==> config.mk <==
export PLATFORM = sky130hd
export DESIGN_NAME = vram_arbiter
export DESIGN_NICKNAME = d
export VERILOG_FILES = /design/src/rtl/vram_pkg.sv /design/src/rtl/vram_post_buf.sv /design/src/rtl/vram_arbiter.sv
export SDC_FILE = /design/constraint.sdc
export NUM_CORES = 1
export LEC_CHECK = 0
export ABC_AREA = 0
export BUFFER_PORTS_ARGS = -buffer_cell sky130_fd_sc_hd__buf_2
export CORE_ASPECT_RATIO = 1.2
export CORE_MARGIN = 4
export CORE_UTILIZATION = 40
export CTS_BUF_LIST = sky130_fd_sc_hd__clkbuf_8
export CTS_CLUSTER_SIZE = 25
export DETAILED_ROUTE_END_ITERATION = 8
export GPL_TIMING_DRIVEN = 0
export PLACE_DENSITY = 0.77
export SYNTH_ARGS = -nofsm -noshare
export SYNTH_HDL_FRONTEND = slang
export SYNTH_SLANG_ARGS = --single-unit
==> constraint.sdc <==
create_clock -name clk -period 1.4 [get_ports clk]
set_input_delay 0.07 -clock clk [delete_from_list [all_inputs] [get_ports clk]]
set_output_delay 0.07 -clock clk [all_outputs]
set_load 0.005 [all_outputs]
==> src/rtl/vram_pkg.sv <==
// vram_pkg: shared types and constants for the video RAM arbiter.
//   owner_e     - which requester a RAM slot belongs to (routes mem_rdata)
//   cpu_state_e - CPU handshake FSM states
package vram_pkg;

  localparam int VRAM_ADDR_W = 13;
  localparam int VRAM_DATA_W = 8;

  typedef enum logic [1:0] {
    OWN_NONE,
    OWN_VID,
    OWN_CPU
  } owner_e;

  typedef enum logic [2:0] {
    ST_IDLE,
    ST_WAIT,
    ST_RD1,
    ST_RD2,
    ST_DONE,
    ST_HOLD
  } cpu_state_e;

endpackage

==> src/rtl/vram_post_buf.sv <==
// vram_post_buf: one-entry posted-write buffer with address compare.
// Only instantiated when VRAM_WRITE_POST_EN is defined.
// Ports:
//   clk, reset            - clock, synchronous active-high reset (empties buffer)
//   load/load_addr/data   - capture a CPU write (only while empty)
//   drain                 - the buffered write was issued to RAM this edge
//   cmp_addr              - address compared against the buffered entry
//   full, buf_addr/data   - buffer contents
//   hit                   - buffer holds a write to cmp_addr
module vram_post_buf
  import vram_pkg::*;
#(
  parameter int ADDR_W = VRAM_ADDR_W,
  parameter int DATA_W = VRAM_DATA_W
) (
  input  logic              clk,
  input  logic              reset,
  input  logic              load,
  input  logic [ADDR_W-1:0] load_addr,
  input  logic [DATA_W-1:0] load_data,
  input  logic              drain,
  input  logic [ADDR_W-1:0] cmp_addr,
  output logic              full,
  output logic [ADDR_W-1:0] buf_addr,
  output logic [DATA_W-1:0] buf_data,
  output logic              hit
);

  always_ff @(posedge clk) begin
    if (reset) begin
      full     <= 1'b0;
      buf_addr <= '0;
      buf_data <= '0;
    end else if (load) begin
      full     <= 1'b1;
      buf_addr <= load_addr;
      buf_data <= load_data;
    end else if (drain) begin
      full <= 1'b0;
    end
  end

  assign hit = full && (buf_addr == cmp_addr);

endmodule

==> src/rtl/vram_arbiter.sv <==
// vram_arbiter: shares one synchronous video RAM between the VGA fetch port
// (absolute priority, fixed 3-cycle latency) and a CPU read/write port with
// a ready handshake.
// Optional feature: define VRAM_WRITE_POST_EN for a one-entry posted-write
// buffer with read forwarding.
// Ports:
//   clk, reset                   - clock, synchronous active-high reset
//   vid_req, vid_address         - one-cycle fetch strobe and address
//   vid_data                     - fetched byte, held until next fetch
//   cpu_cs, cpu_we, cpu_address,
//   cpu_din                      - CPU request (held until cpu_ready)
//   cpu_dout, cpu_ready          - read data (held), completion pulse
//   mem_addr, mem_we, mem_wdata  - registered RAM slot
//   mem_rdata                    - RAM read data, one cycle after address
module vram_arbiter
  import vram_pkg::*;
#(
  parameter int ADDR_W = VRAM_ADDR_W,
  parameter int DATA_W = VRAM_DATA_W
) (
  input  logic              clk,
  input  logic              reset,
  input  logic              vid_req,
  input  logic [ADDR_W-1:0] vid_address,
  output logic [DATA_W-1:0] vid_data,
  input  logic              cpu_cs,
  input  logic              cpu_we,
  input  logic [ADDR_W-1:0] cpu_address,
  input  logic [DATA_W-1:0] cpu_din,
  output logic [DATA_W-1:0] cpu_dout,
  output logic              cpu_ready,
  output logic [ADDR_W-1:0] mem_addr,
  output logic              mem_we,
  output logic [DATA_W-1:0] mem_wdata,
  input  logic [DATA_W-1:0] mem_rdata
);

  cpu_state_e        state;
  owner_e            owner0, owner1;
  logic [ADDR_W-1:0] lat_addr;
  logic              lat_we;
  logic [DATA_W-1:0] lat_din;
  logic              cpu_issue;
  logic              cpu_slot;

`ifdef VRAM_WRITE_POST_EN
  logic              buf_full, buf_hit, buf_load, buf_drain, fwd_hit, fwd;
  logic [ADDR_W-1:0] buf_addr;
  logic [DATA_W-1:0] buf_data, fwd_data;

  vram_post_buf #(.ADDR_W(ADDR_W), .DATA_W(DATA_W)) u_post_buf (
    .clk       (clk),
    .reset     (reset),
    .load      (buf_load),
    .load_addr (cpu_address),
    .load_data (cpu_din),
    .drain     (buf_drain),
    .cmp_addr  (lat_addr),
    .full      (buf_full),
    .buf_addr  (buf_addr),
    .buf_data  (buf_data),
    .hit       (buf_hit)
  );

  // A read that hits the buffer completes from the buffer and needs no slot;
  // anything else has to wait until the buffered write is in RAM.
  assign fwd_hit   = !lat_we && buf_hit;
  assign cpu_issue = (state == ST_WAIT) && !vid_req && (!buf_full || fwd_hit);
  assign cpu_slot  = cpu_issue && !fwd_hit;
  assign buf_load  = (state == ST_IDLE) && cpu_cs && cpu_we && !buf_full;
  assign buf_drain = buf_full && !vid_req;
`else
  assign cpu_issue = (state == ST_WAIT) && !vid_req;
  assign cpu_slot  = cpu_issue;
`endif

  // Slot issue and read-data routing
  always_ff @(posedge clk) begin
    if (reset) begin
      mem_addr  <= '0;
      mem_we    <= 1'b0;
      mem_wdata <= '0;
      owner0    <= OWN_NONE;
      owner1    <= OWN_NONE;
      vid_data  <= '0;
    end else begin
      owner1 <= owner0;
      if (owner1 == OWN_VID) vid_data <= mem_rdata;
      mem_we <= 1'b0;
      owner0 <= OWN_NONE;
      if (vid_req) begin
        mem_addr <= vid_address;
        owner0   <= OWN_VID;
      end else if (cpu_slot) begin
        mem_addr <= lat_addr;
        mem_we   <= lat_we;
        if (lat_we) mem_wdata <= lat_din;
        owner0   <= OWN_CPU;
`ifdef VRAM_WRITE_POST_EN
      end else if (buf_drain) begin
        mem_addr  <= buf_addr;
        mem_we    <= 1'b1;
        mem_wdata <= buf_data;
        owner0    <= OWN_CPU;
`endif
      end
    end
  end

  // CPU handshake FSM. Writes pass through RD2 so cpu_ready follows the
  // cycle in which the write is presented to the RAM.
  always_ff @(posedge clk) begin
    if (reset) begin
      state     <= ST_IDLE;
      cpu_ready <= 1'b0;
      cpu_dout  <= '0;
      lat_addr  <= '0;
      lat_we    <= 1'b0;
      lat_din   <= '0;
`ifdef VRAM_WRITE_POST_EN
      fwd       <= 1'b0;
      fwd_data  <= '0;
`endif
    end else begin
      cpu_ready <= 1'b0;
      case (state)
        ST_IDLE: begin
          if (cpu_cs) begin
            lat_addr <= cpu_address;
            lat_we   <= cpu_we;
            lat_din  <= cpu_din;
`ifdef VRAM_WRITE_POST_EN
            fwd      <= 1'b0;
            state    <= buf_load ? ST_RD2 : ST_WAIT;
`else
            state    <= ST_WAIT;
`endif
          end
        end
        ST_WAIT: begin
          if (cpu_issue) begin
            state <= lat_we ? ST_RD2 : ST_RD1;
`ifdef VRAM_WRITE_POST_EN
            fwd      <= fwd_hit;
            fwd_data <= buf_data;
`endif
          end
        end
        ST_RD1: state <= ST_RD2;
        ST_RD2: begin
          if (!lat_we) begin
`ifdef VRAM_WRITE_POST_EN
            cpu_dout <= fwd ? fwd_data : mem_rdata;
`else
            cpu_dout <= mem_rdata;
`endif
          end
          cpu_ready <= 1'b1;
          state     <= ST_DONE;
        end
        ST_DONE: state <= ST_HOLD;
        ST_HOLD: if (!cpu_cs) state <= ST_IDLE;
        default: state <= ST_IDLE;
      endcase
    end
  end

endmodule
==> impl_metrics.toml <==
[outcome]
status = "complete, but fails checks"
violations_in_the_final_reports = "negative setup slack"

[floorplan]
fp.dieW_um = 83.56
chipHeight_um = 98.67
floorplan.initialDensity = 0.4199
std_cell_rows = 32
boundaryPins = 86
fp.dieArea_um2 = 8244
core_area_um2 = 6526

[placed_design]
dpl.hpwl_um = 4826
placedCellCount = 463
gp_congestion = 0.8161
portBuffers = 83
pre_cts_slack_ns = -0.1664

[synthesis]
synth_sequential_area_ratio = 0.4968
synth_largest_area_cell = "sky130_fd_sc_hd__dfxtp_1"
netlist-cell-type-count = 28
synth_fp_nets = 342
synthTopCellsByArea = "sky130_fd_sc_hd__dfxtp_1, sky130_fd_sc_hd__mux2i_1, sky130_fd_sc_hd__nand2_1, sky130_fd_sc_hd__a2111oi_2, sky130_fd_sc_hd__nor3_1"
syn_inst = 295
synth-seq-cells = 68
synth-warning-count = 0
avgSynthCellArea_um2 = 9.289
syn-cell-area_um2 = 2740
synth_largest_type_area_fraction = 0.4968

[sta]
finalSetupViolations = 15
worst_slew_pin_slew_ns = 0.7444
fin_ws_ns = -0.04272
timing.final.max_slew_violations = 0
finClkSkew_ns = 0.005709
final.min_clock_period_ns = 1.443
rsz0062_at_grt = "yes"
hold_viol_final = 0
setup-tns-final_ns = -0.1935
max_slew_margin = 0.5037
min_period_over_period = 1.031
max_freq_mhz = 693.1

[pwr]
totalPowerFinal_mw = 5.179
vdd_ir_drop_max_v = 0.0007851
power.density_cell_area_nw_per_um2 = 1219
p_leak_nw = 1.868

[layout]
n_antenna_cell = 0
fillerInstances = 484
final_net_count = 483
final_cells = 526
post_route_cells_drive_above_1_share = 0.3719
mostFrequentLayoutCells = "sky130_fd_sc_hd__buf_2, sky130_fd_sc_hd__dfxtp_1, sky130_fd_sc_hd__dlygate4sd3_1"
final_common_cell = "sky130_fd_sc_hd__buf_2"
area_growth_pct = 54.98

[setup_path]
crit_path_end_kind = "register"
setup.worst_path.class = "register to register"
worst_setup_path_startpoint = "state[2]"
worst-path-max-fanout = 5
critical_path.reg2reg.startpoint = "state[2]"
start_kind = "register"
worst-endpoint-required_ns = 1.60
arrival_ns = 1.65

[detailed_routing]
routedWlPerCell_um = 14.53
detail_route.wirelength_um = 7642
route.antenna.remaining_nets = 0
detail_route.first_pass.iterations = 4
drc = 0
post_drt_via_cell_ratio = 4.949
routed-via-count = 2603
detailedRoute.firstIterationViolations = 66

[clock_network]
cts_tree = "yes"
tritoncts_buffers = 9
insertion_delay_ns = 0.34
clock_tree.root_cell = "sky130_fd_sc_hd__clkbuf_8"
ctsLongestPathBuffers = 2
path_clk_slew_ns = 0.07
cts_sinks = 68
ctsHtreeMaxLevel = 3

[grt]
antenna_found_initial = 0
first_global_vias = 2630
gr-total-overflow = 0
wire_length_of_the_first_global_routing_pass_um = 12100
grt_max_degree = 13
gr-usage-all-layers = 0.1812

[hold_path]
hold_path_startpoint = "vid_address[12]"
timing.hold.worst.class = "input port to register"

[run]
max-cap-violations = 0
-- synth_stat cells, drive strengths merged --
library cell,number
nor3,27
nand2b,19
and4b,1
and3b,1
nor2,18
o21ai,1
dfxtp,68
nor2b,6
a31oi,1
nand2,44
clkbuf,10
inv,14
or3b,1
or4b,1
mux2i,26
a221oi,1
buf,15
nor4b,2
xor2,1
a21oi,22
nor3b,1
nor4bb,2
a2111oi,13
-- worst max-delay path: stages, from the launching register on --
cell	delay, ns
sky130_fd_sc_hd__dfxtp_4	0.38
sky130_fd_sc_hd__or4b_4	0.60
sky130_fd_sc_hd__clkbuf_16	0.20
sky130_fd_sc_hd__nand2_2	0.06
sky130_fd_sc_hd__a21oi_1	0.06
-- through the flow --
step	cell area, um^2	hold WS (ns)	util
after floorplan	2740	0.2060	-
after global placement	3262	0.3126	0.4998
after detailed placement	3262	0.3194	0.4998
after CTS	4050	0.02625	0.6206
after global routing	4247	0.05179	0.6507
final	4247	0.03592	0.6507
-- registers in the layout (all words and copies together), names as in the netlist, 2 cells and up --
signal and count:
mem_addr 13, cpu_dout 8, owner1 2, mem_wdata 8, owner0 2, lat_din 8, state 3, lat_addr 13
vid_data 8
-- metal layers --
layer / track usage / routed length, um / up-vias / share of wire
met3: 0.04348 / 556 / 24 / 0.073
li1: - / - / 1278 / -
met1: 0.2063 / 3055 / 1197 / 0.40
met2: 0.3031 / 3760 / 104 / 0.49
met4: 0.1176 / 271 / 0 / 0.035
met5: 0 / 0 / - / 0
-- cells by family (layout without fill, tap and decap cells) --
family,after synthesis,count (layout),synth area share
buffers and inverters,39,185,0.06256
DFF,68,68,0.4968
xor gates and xnor gates,1,1,0.003197
and+or+nand+nor,123,123,0.2306
AOI/OAI and AO/OA,38,38,0.1119
muxes,26,26,0.09498
-- path summary, 6_finish.rpt --
| check | cells past startpoint | endpoint | slack [ns] |
|---|---|---|---|
| max reg2reg | 4 | lat_addr[9] | -0.04 |
| min | 3 | mem_addr[12] | 0.04 |
| min reg2reg | 1 | owner1[0] | 0.44 |
| max | 4 | lat_addr[9] | -0.04 |
-- cell type report --
cell class / count / area [um^2] / share of cell area
clock inverter: 7 / 138.9 / 0.03270
timing repair buffer: 131 / 898.4 / 0.2116
buffer: 24 / 161.4 / 0.03801
inverter: 14 / 52.55 / 0.01237
sequential: 68 / 1373 / 0.3232
tap: 85 / 106.4 / 0.02504
multi-input combinational: 188 / 1393 / 0.3279
clock buffer: 9 / 123.9 / 0.02917
-- power by group --
part / leakage (nW) / switching [mW] / internal, mW
Sequential: 0.558 / 0.103 / 2.06
Combinational: 1.18 / 0.440 / 0.461
Clock: 0.133 / 0.756 / 1.36
Total: 1.87 / 1.30 / 3.88
-- timing repair --
| item | 4_1_cts | 5_1_grt |
|---|---|---|
| pin swaps | 1 | 18 |
| setup buffers | 2 | 2 |
| gates resized for setup | 24 | 42 |
| setup endpoints to repair | 45 | 40 |
| hold buffers | 42 | 0 |
| gates cloned | 0 | 2 |
| hold endpoints to repair | 47 | 0 |
No activity file was read; power rests on OpenSTA's default activity.
